**config.mk**
```make
export PLATFORM = sky130hd
export DESIGN_NAME = tdm_slot_tx
export DESIGN_NICKNAME = d
export VERILOG_FILES = /design/src/rtl/infinitas_pkg.sv /design/src/rtl/tdm_frame_buf.sv /design/src/rtl/tdm_slot_tx.sv
export SDC_FILE = /design/constraint.sdc
export NUM_CORES = 1
export LEC_CHECK = 0
export CAP_MARGIN = 20
export CORE_ASPECT_RATIO = 1.4
export CORE_MARGIN = 5
export CORE_UTILIZATION = 45
export DETAILED_ROUTE_END_ITERATION = 10
export HOLD_SLACK_MARGIN = 0.15
export PLACE_DENSITY = 0.68
export SLEW_MARGIN = 40
export SYNTH_ARGS = -nofsm -noshare
export SYNTH_HDL_FRONTEND = slang
export SYNTH_HIERARCHICAL = 1
export SYNTH_SLANG_ARGS = --single-unit
```
**constraint.sdc**
```tcl
create_clock -name x_bclk -period 17.5 [get_ports x_bclk]
set_input_delay 3.5 -clock x_bclk [delete_from_list [all_inputs] [get_ports x_bclk]]
set_output_delay 3.5 -clock x_bclk [all_outputs]
set_load 0.05 [all_outputs]
```
**src/rtl/infinitas_pkg.sv**
```systemverilog
// Shared constants and types for the expansion-port TDM links.
package infinitas_pkg;

   localparam int unsigned TDM_SLOTS    = 8;
   localparam int unsigned TDM_SLOT_W   = 32;
   localparam int unsigned TDM_SAMPLE_W = 24;

   typedef logic [TDM_SAMPLE_W-1:0] tdm_sample_t;

   typedef enum logic {
      WAIT_SYNC,
      RUN
   } tdm_state_e;

endpackage

```
**src/rtl/tdm_frame_buf.sv**
```systemverilog
// Shadow/active frame storage for the TDM transmitter: write port, frame swap and serial read mux.
// Build option TDM_TX_UNDERRUN_MUTE_EN: unwritten slots are muted at swap instead of repeating.
module tdm_frame_buf
   import infinitas_pkg::*;
#(
   parameter  int unsigned SLOTS    = TDM_SLOTS,
   parameter  int unsigned SLOT_W   = TDM_SLOT_W,
   parameter  int unsigned SAMPLE_W = TDM_SAMPLE_W,
   localparam int unsigned SW       = $clog2(SLOTS),
   localparam int unsigned PW       = $clog2(SLOT_W),
   localparam int unsigned CW       = SW + PW
) (
   input  logic                clk,
   input  logic                rst,
   input  logic                wr_en,
   input  logic [SW-1:0]       wr_slot,
   input  logic [SAMPLE_W-1:0] wr_data,
   input  logic                swap,
   input  logic [CW-1:0]       rd_idx,
   output logic                rd_bit,
   output logic                swap_msb,
   output logic                any_unwritten
);

`ifdef TDM_TX_UNDERRUN_MUTE_EN
   localparam bit MUTE = 1'b1;
`else
   localparam bit MUTE = 1'b0;
`endif

   logic [SAMPLE_W-1:0] shadow [SLOTS];
   logic [SAMPLE_W-1:0] active [SLOTS];
   logic [SLOTS-1:0]    written;

   logic [SW-1:0]       rd_slot;
   logic [PW-1:0]       rd_pos;
   logic [SLOT_W-1:0]   slot_word;

   always_ff @(posedge clk) begin
      if (rst) begin
         for (int unsigned i = 0; i < SLOTS; i++) begin
            shadow[i] <= '0;
            active[i] <= '0;
         end
         written <= '0;
      end else begin
         if (swap) begin
            for (int unsigned i = 0; i < SLOTS; i++) begin
               active[i] <= (written[i] || !MUTE) ? shadow[i] : '0;
            end
            written <= '0;
         end
         // swap and write never coincide: the write port is closed on frame_start
         if (wr_en) begin
            shadow[wr_slot]  <= wr_data;
            written[wr_slot] <= 1'b1;
         end
      end
   end

   assign any_unwritten = ~&written;
   assign swap_msb      = (written[0] | ~MUTE) & shadow[0][SAMPLE_W-1];

   // Sample left-justified in the slot; SLOT_W is a power of two so ~pos == SLOT_W-1-pos
   assign rd_slot   = rd_idx[CW-1:PW];
   assign rd_pos    = rd_idx[PW-1:0];
   assign slot_word = SLOT_W'(active[rd_slot]) << (SLOT_W - SAMPLE_W);
   assign rd_bit    = slot_word[~rd_pos];

endmodule

```
**src/rtl/tdm_slot_tx.sv**
```systemverilog
// TDM8 serializer: frame-sync detect, bit counter, lock tracking and the registered serial output.
// Build option TDM_TX_UNDERRUN_MUTE_EN (see tdm_frame_buf) selects mute vs repeat for unwritten slots.
module tdm_slot_tx
   import infinitas_pkg::*;
#(
   parameter int unsigned SLOTS    = TDM_SLOTS,
   parameter int unsigned SLOT_W   = TDM_SLOT_W,
   parameter int unsigned SAMPLE_W = TDM_SAMPLE_W
) (
   input  logic                       x_bclk,
   input  logic                       rst,
   input  logic                       x_lrck,
   input  logic                       s_valid,
   output logic                       s_ready,
   input  logic [$clog2(SLOTS)-1:0]   s_slot,
   input  logic [SAMPLE_W-1:0]        s_data,
   output logic                       tdm_out,
   output logic                       locked,
   output logic                       underrun,
   output logic                       sync_err
);

   localparam int unsigned FRAME_LEN = SLOTS * SLOT_W;
   localparam int unsigned CW        = $clog2(FRAME_LEN);

   tdm_state_e    state;
   logic          lrck_q;
   logic          frame_start;
   logic [CW-1:0] bit_cnt;
   logic [1:0]    lock_cnt;
   logic          wr_en;
   logic          aligned;
   logic          wrap_miss;
   logic          rd_bit;
   logic          swap_msb;
   logic          any_unwritten;

   assign frame_start = x_lrck & ~lrck_q;
   assign s_ready     = ~rst & ~frame_start;
   assign wr_en       = s_valid & s_ready;

   // The FRAME_LEN-1 -> 0 wrap lands on the edge before a correctly spaced
   // frame_start, so an aligned start (and a missed one) sees bit_cnt == 0.
   assign aligned   = (bit_cnt == '0);
   assign wrap_miss = (state == RUN) & aligned & ~frame_start;

   assign locked = (lock_cnt == 2'd2);

   tdm_frame_buf #(
      .SLOTS    (SLOTS),
      .SLOT_W   (SLOT_W),
      .SAMPLE_W (SAMPLE_W)
   ) u_buf (
      .clk           (x_bclk),
      .rst           (rst),
      .wr_en         (wr_en),
      .wr_slot       (s_slot),
      .wr_data       (s_data),
      .swap          (frame_start),
      .rd_idx        (bit_cnt),
      .rd_bit        (rd_bit),
      .swap_msb      (swap_msb),
      .any_unwritten (any_unwritten)
   );

   always_ff @(posedge x_bclk) begin
      if (rst) begin
         state    <= WAIT_SYNC;
         lrck_q   <= 1'b1;
         bit_cnt  <= '0;
         lock_cnt <= '0;
         tdm_out  <= 1'b0;
         underrun <= 1'b0;
         sync_err <= 1'b0;
      end else begin
         lrck_q   <= x_lrck;
         underrun <= 1'b0;
         sync_err <= 1'b0;
         if (frame_start) begin
            state    <= RUN;
            bit_cnt  <= CW'(1);
            tdm_out  <= swap_msb;
            underrun <= any_unwritten;
            if (state == RUN) begin
               if (aligned) begin
                  if (lock_cnt != 2'd2) lock_cnt <= lock_cnt + 2'd1;
               end else begin
                  lock_cnt <= '0;
                  sync_err <= 1'b1;
               end
            end
         end else begin
            bit_cnt <= bit_cnt + CW'(1);
            tdm_out <= (state == RUN) ? rd_bit : 1'b0;
            if (wrap_miss) begin
               lock_cnt <= '0;
               sync_err <= 1'b1;
            end
         end
      end
   end

endmodule

```
Yosys cells after proc, flatten, opt, wreduce, memory -nomap -nowiden
Memory sizes are Yosys's and may differ from the RTL's. A register that Yosys moved wholly into a read port is not among the register bits.
Index checks and enable logic that the tools add are counted.
{ "classes": {"n_bitwise": 18, "n_shift": 0, "n_div": 0, "n_lt_le_gt_ge": 3, "mul": 0, "reduce_logical": 9, "eq_ne": 4, "add_sub_neg": 2, "mux": 39} }
{ "op_table": {"columns": ["operator", "count"], "rows": [
  ["$mux W24", 9],
  ["$mux W8", 3],
  ["$reduce_or A24 Y1", 1],
  ["$mux W1", 18],
  ["$mux W2", 5],
  ["$add A8 B1 Y8 const B", 1],
  ["$logic_not A8 Y1", 1],
  ["$or A1 B1 Y1", 8],
  ["$or A8 B8 Y8", 1],
  ["$reduce_and A8 Y1", 1],
  ["$lt A5 B6 Y1 const B", 1],
  ["$mux W3", 2],
  ["$and A1 B1 Y1", 5],
  ["$bmux W1 S5", 1],
  ["$not A5 Y5", 1],
  ["$lt A3 B4 Y1 const B", 1],
  ["$ne A2 B2 Y1 const B", 2],
  ["$reduce_or A2 Y1", 2],
  ["$demux W1 S3", 1],
  ["$ge A3 B1 Y1 const B", 1],
  ["$ne A3 B2 Y1 const B", 1],
  ["$not A1 Y1", 3],
  ["$reduce_and A3 Y1", 1],
  ["$add A2 B1 Y2 const B", 1],
  ["4 further kinds", 4]
]} }
{ "word_totals": {"word_cells": 86, "ff_bits": 23, "memories": 2, "romBits": 0, "mem_bits_rw": 384, "out_inout_bits": 5, "latchBits": 0} }
{ "mem_list": {"columns": ["memory", "words", "word_bits", "rd", "rd_ports_with_merged_regs", "wr", "line", "rtl"], "rows": [
  ["u_buf.active", 8, 24, 1, 1, 8, "tdm_frame_buf.sv:32", "logic [SAMPLE_W-1:0] active [SLOTS];"],
  ["u_buf.shadow", 8, 24, 8, 0, 8, "tdm_frame_buf.sv:31", "logic [SAMPLE_W-1:0] shadow [SLOTS];"]
]} }

Longest topological paths before layout
Gate-level depths: netlist of run 1.
{ "depth": {"ltp_word": 10, "ltp_mapped": 12} }

Modules after synthesis
The synthesis of run 1 kept the hierarchy.
{ "modules_own_cells": {"columns": ["mod", "instances", "seq_area_each_um2", "cells_each", "area_per_inst_um2"], "rows": [
  ["tdm_frame_buf", 1, 11691.2, 1033, 16274.4],
  ["tdm_slot_tx", 1, 300.3, 81, 703.2]
]} }

Worst setup path before layout of run 1
No wires, ideal clock.
{ "synth_path": {"path_kind": "in2reg", "startpoint": "in x_lrck", "endpoint": "mem u_buf/active[0][0] (netlist bit), enable pin", "path_slack_ns": 9.281, "required_ns": 16.957, "arrival_ns": 7.676, "cell_stages": 5, "n_path_buf": 1, "setup_ns": 0.543, "path_cell_list": "nand2b_1 -> buf_4 -> inv_1 -> nor2_1 -> inv_1"} }
{ "synth_rtl": {"columns": ["item", "line", "rtl"], "rows": [
  ["from (decl)", "tdm_slot_tx.sv:12", "input logic x_lrck,"],
  ["to (decl)", "tdm_frame_buf.sv:32", null]
]} }

Final worst setup path of run 1
{ "layout_path": {"startpoint": "in rst", "endpoint": "out s_ready"} }
{ "layout_between": {"elab_chain_len": 2} }
{ "layout_lines": {"columns": ["item", "line", "rtl"], "rows": [
  ["from (decl)", "tdm_slot_tx.sv:11", "input logic rst,"],
  ["$not A1 Y1", "tdm_slot_tx.sv:39", "assign s_ready = ~rst & ~frame_start;"],
  ["$and A1 B1 Y1", "tdm_slot_tx.sv:39", null],
  ["to (decl)", "tdm_slot_tx.sv:14", "output logic s_ready,"]
]} }
No other way between the ends.

==> impl_metrics.ini, run 1 <==
[outcome]
status = complete, no violations

[sta]
whs_ps = 455.8
setup_tns_ps = 0
finalSetupViolations = 0
clock_skew_ps = 13.20
min_period_ps = 8853
hold_viol = 0
finalCritPeriodShare = 0.5059
max_freq_mhz = 113.0
max_slew_margin = 0.4246
worst_pin_slew_ps = 863.1
slew_viol_final = 0
rsz0062_at_grt = false

[grt]
grt_overflow = 0
grt_max_degree = 114
antenna_found_initial = 2
grt_pass1_vias = 8919
grt_use_total = 0.1622
grt_pass1_wl_mm = 51.77

[clocking]
clockBufferDepth = 3
numCtsBuffers = 37
clkLatencyLatePin_ps = 530
clkTransAtPathRegs_ps = 60
cts_resized = 0
cts_root_buf = clkbuf_16
cts_tree = built
cts_sinks = 407
holdBufCountCts = 0
post-cts-setup-buffers = 0
ctsHtreeMaxLevel = 2

[floorplanning]
die_w_um = 174.2
ios = 36
start_util = 0.4538
rows = 84
die_area_um2 = 41770
core_area_um2 = 37420
die_h_um = 239.8

[yosys]
ys_ff_latch = 407
synth_warnings = 6
ys_seq_area_frac = 0.7063
synth_edf_count = 384
netlist.top_cell.by_area = edfxtp_1
synth_nets = 1148
synth_common_cells = 384 x edfxtp_1, 340 x and2_1, 55 x nor2b_1, 43 x clkbuf_1, 38 x mux2i_1
synth_top_area_frac = 0.6792
synthCells = 1114
syn_area_um2 = 16980
async_flop_share = 0
ys_top_cells_by_area = edfxtp_1 68%, and2_1 13%, dfxtp_1 2.7%
yosysMostFrequentCell = edfxtp_1
avgSynthCellArea_um2 = 15.24
ys.flop_type = edfxtp_1
ys_types = 49

[setup_path]
cpMaxStageDelayCell = clkdlybuf4s50_1
cp_slowest_stage_delay_ps = 710
cp-start-kind = input port
crit_fanout = 69
r2r.worst_path.cells = 9
critPathKind = in -> out
cp.arrival_ps = 5350
rr_startpoint = bit_cnt[6]$_SDFF_PP0_
worstSetupEndpointType = output port
startpoint = rst
crit_required_ps = 14000
crit_chain = buf_2 > buf_4 > nand2b_1 > inv_1 > clkdlybuf4s50_1

[final_layout]
drive_above_1_share = 0.1158
num_antenna_cells = 0
fillers = 3013
syn2layout_area_growth_pct = 12.28
final_nets = 1180
final_util = 0.5095

[flow_run]
maxCapViolCount = 0

[drt]
wl_mm = 33.39
wire_per_inst_um = 20.27
postRouteAntennaNets = 0
avgViaCountPerCell = 5.282
drc = 0
drt-initial-drc-count = 751
vias = 8700
drt_first_pass_iters = 5

[hold_path]
holdPathStages = 1
min_from = u_buf/written[2]$_SDFF_PP0_
min_path_type = reg -> reg

[placement]
place.port_buffers = 35
dp_hpwl_mm = 19.18
routabilityCongestion = 0.7616

[pwr]
irDropWorstVdd_mv = 0.05724
p_per_area_nw_per_um2 = 105.6
p_leak_nw = 6.950
sequential cells by signal, summed over array words and instances (netlist names):
name / cells
state: 1
u_buf/written: 8
lrck_q: 1
u_buf/active: 192
bit_cnt: 8
sync_err: 1
u_buf/shadow: 192
tdm_out: 1
underrun: 1
lock_cnt: 2
layer usage:
| metal | track usage | part of all wire | vias up |
|---|---|---|---|
| met4 | 0.06074 | 0.035 | 0 |
| met3 | 0.02337 | 0.043 | 61 |
| li1 | - | - | 4087 |
| met1 | 0.1915 | 0.39 | 4322 |
| met2 | 0.3004 | 0.53 | 230 |
| met5 | 0 | 0 | - |
final cells by class:
type                       count  area, um^2  share of cell area
tap                          473       591.8             0.03105
multi-input combinational    637        4703              0.2467
clock buffer                  42       944.7             0.04956
inverter                      10       45.04            0.002363
clock inverter                25       276.5             0.01451
sequential                   407       12000              0.6294
timing repair buffer          53       503.0             0.02639
stage by stage:
| stage | power [W] | cell area, um^2 | setup slack [ps] | instances |
|---|---|---|---|---|
| after floorplan | 0.001180 | 16980 | 9281 | 1114 |
| after global placement | 0.001215 | 17790 | 8658 | 1578 |
| after detailed placement | 0.001219 | 17840 | 8639 | 1580 |
| after CTS | 0.002031 | 19060 | 8625 | 1647 |
| after global routing | 0.002081 | 19060 | 8525 | 1647 |
| final | 0.002012 | 19060 | 8647 | 1647 |
final timing paths:
check                                                   end  slack, ps
worst min-delay path            u_buf/written[2]$_SDFF_PP0_        460
worst max-delay path                                s_ready       8650
worst max register to register           tdm_out$_SDFF_PP0_      14070
worst min register to register  u_buf/written[2]$_SDFF_PP0_        460
placed cells by master (no fill, tap or decap), types with 5 or more instances in the layout:
cell / n
bufinv_16: 5
or2_2: 7
clkbuf_1: 5
mux4_1: 8
clkdlybuf4s50_1: 34
nand4_1: 5
a22oi_1: 9
mux2i_1: 38
clkinv_2: 7
buf_4: 14
edfxtp_1: 384
and2_1: 340
a21oi_1: 11
nand2_1: 20
mux4_2: 17
mux2_2: 15
nand3_1: 15
inv_1: 9
nor2_1: 9
a21o_1: 8
nand2b_1: 8
nor2b_1: 54
a31oi_1: 5
clkinv_1: 5
clkbuf_16: 37
nor2_2: 6
dfxtp_1: 20
critical path: cells and delay by family:
family | cells | cell delay [ps]
buffers and inverters | 4 | 1490
and+or+nand+nor | 1 | 340
where the power goes:
group          switching, W  leakage, nW  total (W)  internal [W]
combinational     0.0000581         2.07  0.0000850     0.0000270
clock              0.000348        0.597   0.000816      0.000468
sequential       0.00000934         4.28    0.00111       0.00110
total              0.000415         6.95    0.00201       0.00160
logic make-up (layout without fill, tap and decap cells):
logic type / Yosys count / after routing / share of synthesized area
AOI/OAI and AO/OA: 60 / 60 / 0.02579
xor gates and xnor gates: 3 / 3 / 0.001548
adders and majority gates: 3 / 3 / 0.002211
buffers and inverters: 70 / 130 / 0.01901
DFF: 407 / 407 / 0.7063
muxes: 80 / 80 / 0.06905
and+or+nand+nor: 491 / 491 / 0.1761
(Power assumes the default switching activity.)
==> run 2, diff against run 1 <==
--- a/config.mk
+++ b/config.mk
@@ -11,7 +11,7 @@
 export CORE_UTILIZATION = 45
 export DETAILED_ROUTE_END_ITERATION = 10
 export HOLD_SLACK_MARGIN = 0.15
-export PLACE_DENSITY = 0.68
+export PLACE_DENSITY = 0.7
 export SLEW_MARGIN = 40
 export SYNTH_ARGS = -nofsm -noshare
 export SYNTH_HDL_FRONTEND = slang
==> constraint.sdc (replaced) <==
create_clock -name x_bclk -period 7.2 [get_ports x_bclk]
set_input_delay 1.44 -clock x_bclk [delete_from_list [all_inputs] [get_ports x_bclk]]
set_output_delay 1.44 -clock x_bclk [all_outputs]
set_load 0.05 [all_outputs]
==> impl_metrics.ini, run 2 (synthesis results as in run 1) <==
[floorplanning]
die_h_um = 239.8
core_area_um2 = 37420
start_util = 0.4538
die_w_um = 174.2
rows = 84
ios = 36
die_area_um2 = 41770

[final_layout]
mostFrequentLayoutCell = edfxtp_1
largestRegisters = u_buf/active: 192 flops, u_buf/shadow: 192 flops
syn2layout_area_growth_pct = 11.64
drive_above_1_share = 0.1056
final_cell_mix = 384 x edfxtp_1, 340 x and2_1, 54 x nor2b_1, 39 x clkbuf_16, 38 x mux2i_1
final_nets = 1175

[setup_path]
crit_chain = clkdlybuf4s50_1 > nand2b_1 > nand2b_1 > inv_1 > clkdlybuf4s50_1
crit_fanout = 9
cp_slowest_stage_delay_ps = 810
r2r.worst_path.cells = 9
cp-start-kind = input port
worstSetupEndpointType = output port
cp.arrival_ps = 3330
reg2reg_slack_ps = 3440
crit_required_ps = 5760
critPathKind = in -> out
startpoint = x_lrck
cpMaxStageDelayCell = clkdlybuf4s50_1
rr_endpoint = tdm_out$_SDFF_PP0_
rr_startpoint = bit_cnt[6]$_SDFF_PP0_

[placement]
routabilityCongestion = 0.8283
dp_hpwl_mm = 21.65
place.port_buffers = 35

[clocking]
cts_sinks = 407
cts_root_buf = clkbuf_16
cts_tree = built
post-cts-setup-buffers = 0
cts_resized = 0
ctsHtreeMaxLevel = 2
clkLatencyLatePin_ps = 540
clockBufferDepth = 3
holdBufCountCts = 0
numCtsBuffers = 37
clkTransAtPathRegs_ps = 60

[sta]
slew_viol_final = 0
rsz0062_at_grt = false
max_slew_margin = 0.4376
min_period_ps = 4773
finalCritPeriodShare = 0.6629
setup_tns_ps = 0
finalSetupViolations = 0
clock_skew_ps = 16.85
max_freq_mhz = 209.5
worst_pin_slew_ps = 843.6
hold_viol = 0

[drt]
vias = 8813
postRouteAntennaNets = 0
drt_first_pass_iters = 5
drc = 0
wl_mm = 35.61
avgViaCountPerCell = 5.374
drt-initial-drc-count = 690
wire_per_inst_um = 21.71

[hold_path]
min_from = u_buf/written[7]$_SDFF_PP0_
holdPathStages = 1
min_path_type = reg -> reg
hold_path_end = u_buf/written[7]$_SDFF_PP0_

[pwr]
irDropWorstVdd_mv = 0.1571
p_clk_frac = 0.395
power_frac_comb = 0.043
power_frac_seq = 0.561
power_w = 0.004824
internal-power_w = 0.003837
power.switching_w = 0.0009874
p_leak_nw = 6.886
p_per_area_nw_per_um2 = 254.5
swShare = 0.2047

[grt]
grt_pass1_wl_mm = 53.47
grt_pass1_vias = 9004
grt_max_degree = 89
antenna_found_initial = 1
grt_use_total = 0.1702
grt_overflow = 0

[flow_run]
maxCapViolCount = 0

[outcome]
status = complete, no violations
-- run 2: cell count changes in the layout (fill, tap and decap cells not counted), sizes merged --
cell      before  now
clkbuf        42   47
diode          0    2
clkinv        14   12
inv           14   11
bufinv         5    3
buf           19   14
clkinvlp       2    0
-- run 2: power by group through the flow --
stage	Clock, W	Sequential (W)	Combinational [W]
floorplan	0	0.00276	0.000114
global placement	0	0.00276	0.000207
detailed placement	0	0.00276	0.000211
CTS	0.00194	0.00271	0.000212
global route	0.00203	0.00272	0.000225
finish	0.00191	0.00271	0.000210
-- run 2: metrics by stage --
step	cells	util	worst slack [ps]	cell area (um^2)	hold slack [ps]
finish	1640	0.5066	2427	18950	452.3
detailed placement	1575	0.4751	2062	17770	441.6
global route	1638	0.5065	2335	18950	491.0
CTS	1638	0.5060	2407	18930	455.8
global placement	1575	0.4749	2182	17770	435.8
floorplan	1114	-	1041	16980	426.2
-- run 2: area by class of cell --
class | instances | area, um^2
Fill cell | 3037 | 18460
Sequential cell | 407 | 12000
Multi-Input combinational cell | 637 | 4718
Clock buffer | 47 | 1006
Tap cell | 473 | 591.8
Timing Repair Buffer | 48 | 442.9
Clock inverter | 16 | 150.1
Inverter | 10 | 42.54
Antenna cell | 2 | 5.005
-- run 2: worst max-delay path: cells and delay by family --
family	cells	cell delay [ps]
AND/OR/NAND/NOR	2	520
buffers and inverters	3	1370
-- run 2: worst max path at each step --
stage | to | cells past startpoint | slack (ps)
2_1_floorplan | u_buf/active[0][0]$_SDFFCE_PN0P_ | 5 | 1040
3_3_place_gp | u_buf/shadow[2][10]$_SDFFCE_PN0P_ | 8 | 2180
3_5_place_dp | u_buf/shadow[4][10]$_SDFFCE_PN0P_ | 8 | 2060
4_1_cts | s_ready | 5 | 2410
5_1_grt | s_ready | 5 | 2340
6_report | s_ready | 5 | 2430
-- run 2: routing by layer --
metal,up-vias,GRT usage,wire length [um]
met4,0,0.06339,1106
met2,237,0.3069,18640
met1,4430,0.2071,14110
met5,-,0,0
met3,66,0.02684,1748
li1,4080,-,-
==> run 3, diff against run 2 <==
--- a/config.mk
+++ b/config.mk
@@ -11,7 +11,7 @@
 export CORE_UTILIZATION = 45
 export DETAILED_ROUTE_END_ITERATION = 10
 export HOLD_SLACK_MARGIN = 0.15
-export PLACE_DENSITY = 0.7
+export PLACE_DENSITY = 0.68
 export SLEW_MARGIN = 40
 export SYNTH_ARGS = -nofsm -noshare
 export SYNTH_HDL_FRONTEND = slang
==> constraint.sdc (replaced) <==
create_clock -name x_bclk -period 5 [get_ports x_bclk]
set_input_delay 1 -clock x_bclk [delete_from_list [all_inputs] [get_ports x_bclk]]
set_output_delay 1 -clock x_bclk [all_outputs]
set_load 0.05 [all_outputs]
==> impl_metrics.ini, run 3 (synthesis results as in run 1) <==
[setup_path]
crit_required_ps = 4000
rr_startpoint = bit_cnt[6]$_SDFF_PP0_
cpMaxStageDelayCell = clkdlybuf4s50_1
cp-start-kind = input port
crit_chain = clkdlybuf4s50_1 > nand2b_1 > nand2b_1 > inv_1 > clkdlybuf4s50_1
cp-endpoint = s_ready
crit_fanout = 9
startpoint = x_lrck
r2r.worst_path.cells = 8
cp_slowest_stage_delay_ps = 810
critPathKind = in -> out
worstSetupEndpointType = output port
reg2reg_slack_ps = 1860
rr_endpoint = tdm_out$_SDFF_PP0_
cp.arrival_ps = 2860

[placement]
dp_hpwl_mm = 19.97
place.port_buffers = 35
routabilityCongestion = 0.7807

[sta]
whs_ps = 456.8
finalCritPeriodShare = 0.7723
max_slew_margin = 0.4529
min_period_ps = 3861
finalSetupViolations = 0
max_freq_mhz = 259.0
hold_viol = 0
slew_viol_final = 0
clock_skew_ps = 20.93
rsz0062_at_grt = false
setup_tns_ps = 0
worst_pin_slew_ps = 820.6

[final_layout]
syn2layout_area_growth_pct = 12.60
final_util = 0.5109
mostFrequentLayoutCell = edfxtp_1
final_cell_mix = 384 x edfxtp_1, 340 x and2_1, 54 x nor2b_1, 39 x clkbuf_16, 38 x mux2i_1
final_nets = 1179
largestRegisters = u_buf/active: 192 flops, u_buf/shadow: 192 flops
drive_above_1_share = 0.1150
num_antenna_cells = 0

[grt]
grt_max_degree = 145
grt_use_total = 0.1622
antenna_found_initial = 0
grt_pass1_vias = 8917
grt_pass1_wl_mm = 51.10
grt_overflow = 0

[floorplanning]
die_h_um = 239.8
die_w_um = 174.2
die_area_um2 = 41770
rows = 84
start_util = 0.4538
core_area_um2 = 37420
ios = 36

[drt]
wire_per_inst_um = 20.42
wl_mm = 33.63
vias = 8600
avgViaCountPerCell = 5.222
postRouteAntennaNets = 0
drt_first_pass_iters = 5
drt-initial-drc-count = 607
drc = 0

[pwr]
power_w = 0.007145
p_per_area_nw_per_um2 = 373.7
irDropWorstVdd_mv = 0.1998
p_leak_nw = 6.977

[clocking]
clkLatencyLatePin_ps = 540
cts_tree = built
holdBufCountCts = 0
post-cts-setup-buffers = 0
clockBufferDepth = 3
cts_sinks = 407
clkTransAtPathRegs_ps = 60
ctsHtreeMaxLevel = 2
cts_root_buf = clkbuf_16
numCtsBuffers = 37
cts_resized = 0

[flow_run]
maxCapViolCount = 0

[hold_path]
min_path_type = reg -> reg

[outcome]
status = complete, no violations
[run 3: critical path, delay by kind of cell]
family	cells	cell delay, ps
AND/OR/NAND/NOR	2	500
buffers and inverters	3	1370
[run 3: layout make-up]
cell class	count	area, um^2
inverter	10	41.29
fill	2996	18300
timing repair buffer	52	498.0
sequential	407	12000
clock inverter	17	220.2
multi-input combinational	637	4698
tap	473	591.8
clock buffer	51	1071
[run 3: stage by stage]
stage | area, um^2 | setup WS, ps | instances
after detailed placement | 17830 | 1072 | 1579
after global routing | 19120 | 1016 | 1647
after floorplan | 16980 | 83.48 | 1114
final | 19120 | 1139 | 1647
after global placement | 17830 | 1119 | 1579
after CTS | 19120 | 1138 | 1647
[run 3: worst min path at each step]
stage / from / depth (start not counted) / slack, ps / endpoint
after detailed placement: u_buf/written[4]$_SDFF_PP0_ / 1 / 440 / u_buf/written[4]$_SDFF_PP0_
after CTS: u_buf/written[4]$_SDFF_PP0_ / 1 / 450 / u_buf/written[4]$_SDFF_PP0_
after global placement: u_buf/written[6]$_SDFF_PP0_ / 1 / 430 / u_buf/written[6]$_SDFF_PP0_
final: u_buf/written[4]$_SDFF_PP0_ / 1 / 460 / u_buf/written[4]$_SDFF_PP0_
after floorplan: u_buf/written[2]$_SDFF_PP0_ / 1 / 430 / u_buf/written[2]$_SDFF_PP0_
after global routing: u_buf/written[4]$_SDFF_PP0_ / 1 / 490 / u_buf/written[4]$_SDFF_PP0_
[run 3: power by group]
group	switching [W]	internal [W]
combinational	0.000200	0.0000947
sequential	0.0000364	0.00386
clock	0.00119	0.00177
[run 3: layer usage]
| layer | global-route usage | wire length, um | vias up |
|---|---|---|---|
| li1 | - | - | 4091 |
| met1 | 0.1766 | 12660 | 4281 |
| met2 | 0.3135 | 18590 | 160 |
| met3 | 0.02384 | 1128 | 68 |
| met4 | 0.06747 | 1246 | 0 |
| met5 | 0 | 0 | - |
